===== src/rtl/inst_sequencer.sv =====
// Program sequencer: buffers loader instructions and issues them one at a time to the
// calculator datapath, throttling SEND against the UART and supporting single-step.
module inst_sequencer #(
    parameter int AW = 4,
    parameter int IW = 8
) (
    input  logic          clk,
    input  logic          rst_n,
    input  logic          load_vld,
    input  logic [IW-1:0] load_data,
    output logic          load_rdy,
    input  logic          clear,
    input  logic          start,
    input  logic          step_mode,
    input  logic          step,
    input  logic          halt,
    output logic          inst_vld,
    output logic [IW-1:0] inst_wd,
    input  logic          inst_rdy,
    input  logic          send_busy,
    output logic          busy,
    output logic          done,
    output logic [AW-1:0] pc,
    output logic [AW:0]   count
);

    typedef enum logic [2:0] {IDLE, ISSUE, WAIT_TX, PAUSE, FINISH} state_t;

    localparam logic [AW:0] DEPTH = {1'b1, {AW{1'b0}}};

    state_t        state;
    logic [IW-1:0] mem [2**AW];
    logic          guard;
    logic          load_fire;
    logic          handshake;
    logic          is_send;
    logic          is_last;
    logic          advance;
    logic [AW-1:0] pc_inc;

    assign load_rdy  = (state == IDLE) && (count < DEPTH);
    assign load_fire = load_rdy && load_vld && !clear;
    assign inst_vld  = (state == ISSUE);
    assign busy      = (state != IDLE);
    assign done      = (state == FINISH);
    assign handshake = inst_vld && inst_rdy;
    assign is_send   = (inst_wd[IW-1 -: 2] == 2'b11);
    assign is_last   = ({1'b0, pc} == count - 1'b1);
    assign pc_inc    = pc + 1'b1;

    // Shared step decision for a non-SEND handshake and for leaving WAIT_TX.
    assign advance = (state == ISSUE && handshake && !is_send) ||
                     (state == WAIT_TX && !guard && !send_busy);

    always_ff @(posedge clk) begin
        if (load_fire)
            mem[count[AW-1:0]] <= load_data;
    end

    always_ff @(posedge clk) begin
        if (!rst_n) begin
            state   <= IDLE;
            count   <= '0;
            pc      <= '0;
            inst_wd <= '0;
            guard   <= 1'b0;
        end else if (halt && state != IDLE) begin
            state <= IDLE;
        end else begin
            case (state)
                IDLE: begin
                    if (clear)
                        count <= '0;
                    else if (load_fire)
                        count <= count + 1'b1;
                    if (start && !clear && count != '0) begin
                        pc      <= '0;
                        inst_wd <= mem[{AW{1'b0}}];
                        state   <= ISSUE;
                    end
                end
                ISSUE: begin
                    if (handshake && is_send) begin
                        guard <= 1'b1;
                        state <= WAIT_TX;
                    end
                end
                WAIT_TX: guard <= 1'b0;
                PAUSE: begin
                    if (step) begin
                        inst_wd <= mem[pc];
                        state   <= ISSUE;
                    end
                end
                FINISH:  state <= IDLE;
                default: state <= IDLE;
            endcase

            if (advance) begin
                if (is_last) begin
                    state <= FINISH;
                end else begin
                    pc <= pc_inc;
                    if (step_mode) begin
                        state <= PAUSE;
                    end else begin
                        inst_wd <= mem[pc_inc];
                        state   <= ISSUE;
                    end
                end
            end
        end
    end

endmodule


===== config.mk =====
export PLATFORM = sky130hd
export DESIGN_NAME = inst_sequencer
export DESIGN_NICKNAME = d
export VERILOG_FILES = /design/src/rtl/inst_sequencer.sv
export SDC_FILE = /design/constraint.sdc
export NUM_CORES = 1
export LEC_CHECK = 0
export ABC_CLOCK_PERIOD_IN_PS = 7180
export CORE_AREA = 4 4 100 140
export CTS_BUF_LIST = sky130_fd_sc_hd__clkbuf_16
export CTS_CLUSTER_DIAMETER = 60
export DETAILED_ROUTE_END_ITERATION = 12
export DIE_AREA = 0 0 104 144
export MAX_ROUTING_LAYER = met4
export PLACE_DENSITY = 0.79
export SLEW_MARGIN = 30
export SYNTH_ARGS = -nofsm -noshare
export SYNTH_HDL_FRONTEND = slang
export SYNTH_SLANG_ARGS = --single-unit

===== constraint.sdc =====
create_clock -name clk -period 7.18 [get_ports clk]
set_input_delay 1.436 -clock clk [delete_from_list [all_inputs] [get_ports clk]]
set_output_delay 1.436 -clock clk [all_outputs]
set_load 0.05 [all_outputs]

==> reports/results.ini <==
[status]
outcome = complete, no violations

[grt]
met1_usage_pct = 30.4
antenna_found_initial = 0
grt_pass1_vias = 4830
use_met2_pct = 46.0
use_met3_pct = 6.25
busiest_layer = met2
grt_max_degree = 38
grt.overflow.total = 0
globalRouteTotalUtil_pct = 27.5
grt_pass1_wl_mm = 28.9

[detailed_routing]
dr.pass1.iters = 5
drt_wl_total_mm = 19.1
avgRoutedWirePerCell_um = 29.2
first_iter_violations = 457
drc = 0
final_antenna_net_count = 0
vias = 4722
via_per_inst = 7.21

[timing]
min_period_ps = 3830
timing.final.max_slew_violations = 0
worstMarginPinSlew_ps = 978
fmaxAchievable_mhz = 261
fin_tns_setup_ps = 0
finalHoldViolations = 0
finalCritPeriodShare_pct = 53.3
rsz0062_at_grt = no
relSlewSlack_pct = 34.5
finClkSkew_ps = 11.0
setup_violations = 0

[synthesis]
synth_edf_count = 128
synth_top_family_by_area = multiplexers
syn_area_um2 = 7530
synth_compound_area_share_pct = 6.18
synth_largest_area_cell = edfxtp_1
synth_area_leaders = edfxtp_1, mux4_2, dfxtp_1
synth_xor_area_share_pct = 1.51
synthSimpleGateAreaFrac_pct = 6.76
yosysWarnings = 0
synth_mux_area_share_pct = 23.8
async_flop_share_pct = 0
synth_fa_ha_area_share_pct = 0.997
synthesis.nets = 479
synth_top_area_share_pct = 51.0
yosys_most_used_dff = edfxtp_1
synth.ff_latch_count = 153
ys_seq_area_share_pct = 57.7
syn_inst = 455
syn_avg_cell_area_um2 = 16.6
yosysUniqueCellTypes = 61

[placed_design]
place_area_um2 = 7970
hpwl_mm = 12.5
port_buffers = 38
gp_congestion = 0.858

[clock_network]
clkTransAtPathRegs_ps = 60
clk_path_buf_depth = 2
clockRootBuffer = clkbuf_16
cts_tree = done
hold_buffers = 0
worst_skew_pair.late_latency_ps = 420
cts.htree.levels = 4
cts_setup_buffers = 0
cts_resized = 0
cts_num_sinks = 153
numCtsBuffers = 17

[power_and_ir_drop]
power.leakage_nw = 2.63
peakVddDrop_mv = 0.123
powerDensity_nw_per_um2 = 228

[critical_path]
slowest_delay_ps = 820
cp_slowest_cell = clkdlybuf4s50_1
arrival_ps = 2390
crit_fanout = 15
r2r_start = pc[1]
cp_top_family = buffers and inverters
crit_type = flop to primary output
crit_chain = or3_1 > nor2_1 > clkdlybuf4s50_1
cp.required_ps = 5740
end_kind = primary output
path_buf_inv = 1
cp-start-kind = flop
rrSetupSlack_ps = 4050
critPathLaunch = state[2]

[flow_run]
maxCapViolCount = 0

[floorplanning]
coreArea_um2 = 12800
io_pins = 39
placementRows = 49
initial_core_util_pct = 59.1
die_h_um = 144
fp.dieW_um = 104
die_area_um2 = 15000

[cells_and_area]
area_growth_pct = 13.5
final_cell_area_um2 = 8550
layout-drive-gt1-share_pct = 23.1
final_util_pct = 67.0
fillers = 834
multi_input_area_um2 = 2970
regArea_um2 = 4350
antenna_cells = 0
fin_nets = 513

[worst_hold_path]
hp-class = flop to flop
min_from = inst_wd[1]

==> per-stage QoR <==
step	worst slack (ps)	power, mW	cells	hold WS (ps)
after floorplan	3970	1.07	455	442
after global placement	3620	1.11	623	455
after detailed placement	3490	1.11	623	456
after CTS	3360	1.95	655	470
after global routing	3280	2.00	655	488
final	3350	1.95	655	471
==> sequential cells by signal (all words and copies together), names as in the netlist, named ones only <==
signal	cells
pc	4
state	3
mem	128
guard	1
count	5
inst_wd	8
==> kinds of logic after synthesis <==
kind of cell / Yosys count
multiplexers: 86
AND/OR/NAND/NOR: 98
flip-flops: 153
AO/OA/AOI/OAI: 63
XOR/XNOR: 10
buffers and inverters: 39
adder cells (fa/ha/maj): 6
==> cells in the final DEF (no fill, tap or decap), types with 3 or more instances in the layout <==
cell             Yosys  layout
edfxtp_1           128     128
mux4_2              60      60
clkdlybuf4s50_1      0      38
nor2_1              30      25
dfxtp_1             25      23
nand2_1             18      18
clkbuf_16            0      17
mux4_1              11      11
mux2i_1             11      11
inv_1                8      10
a211o_1              9       9
buf_4                2       8
nor3_1               7       7
o21ai_1              7       7
a21oi_1              7       7
and3_1               6       6
nor2b_1              6       6
xnor2_1              6       6
a22oi_1              6       6
a32oi_1              6       6
nand2b_1             5       5
nor2_2               0       5
nor3b_1              5       5
a211oi_1             5       5
ha_1                 6       5
clkinv_2             0       5
mux2_2               4       4
and2_1               3       3
nand3_1              3       3
o21ai_0              3       3
nand4_1              3       3
==> layer usage <==
| metal | vias to the layer above | part of all wire, % |
|---|---|---|
| met1 | 2394 | 34 |
| met4 | 0 | 6.2 |
| met5 | - | 0 |
| li1 | 1942 | - |
| met2 | 306 | 52 |
| met3 | 80 | 8.4 |
==> final cells by class <==
class / count / share of cell area [%]
sequential: 153 / 50.9
clock buffer: 17 / 4.98
timing repair buffer: 46 / 5.15
clock inverter: 15 / 1.61
inverter: 8 / 0.351
tap: 153 / 2.24
multi-input combinational: 263 / 34.8
==> worst register-to-register path, cell delays in order, from the launching register on <==
cell and delay [ps]:
dfxtp_1 370, ha_2 680, buf_4 480, mux4_1 650
mux2i_1 150, mux2_2 250, nor2_1 50, a211o_1 230
a21o_1 180
==> synth_stat cells, types with 2 or more instances <==
cell      number
clkbuf_1      10
mux4_2        60
buf_6          3
nor4b_1        2
buf_2         10
edfxtp_1     128
buf_1          2
and3_1         6
o21a_1         2
nand4_1        3
a211o_1        9
o22ai_1        2
a21oi_1        7
a221oi_1       2
xnor2_1        6
nand2b_1       5
and2_1         3
inv_1          8
mux4_1        11
mux2_2         4
a22oi_1        6
nor3_1         7
a21o_1         2
o21ai_0        3
nor3b_1        5
a32oi_1        6
a211oi_1       5
mux2i_1       11
nand2_1       18
buf_4          2
nor2_1        30
nand3_1        3
ha_1           6
nor2b_1        6
buf_8          2
or3_1          2
a21boi_1       2
xor2_1         2
dfxtp_1       25
o21ai_1        7
a31o_1         2
==> power breakdown <==
part,switching [mW],internal (mW)
Clock,0.344,0.506
Combinational,0.0654,0.0515
Sequential,0.0105,0.969
Total,0.420,1.53
==> final timing paths <==
check,depth (start not counted),end
worst max register to register,8,inst_wd[4]
worst max-delay path,3,load_rdy
worst min-delay path,2,inst_wd[1]
worst min register to register,2,inst_wd[1]
Note: power is estimated with default switching activity, not from simulation.
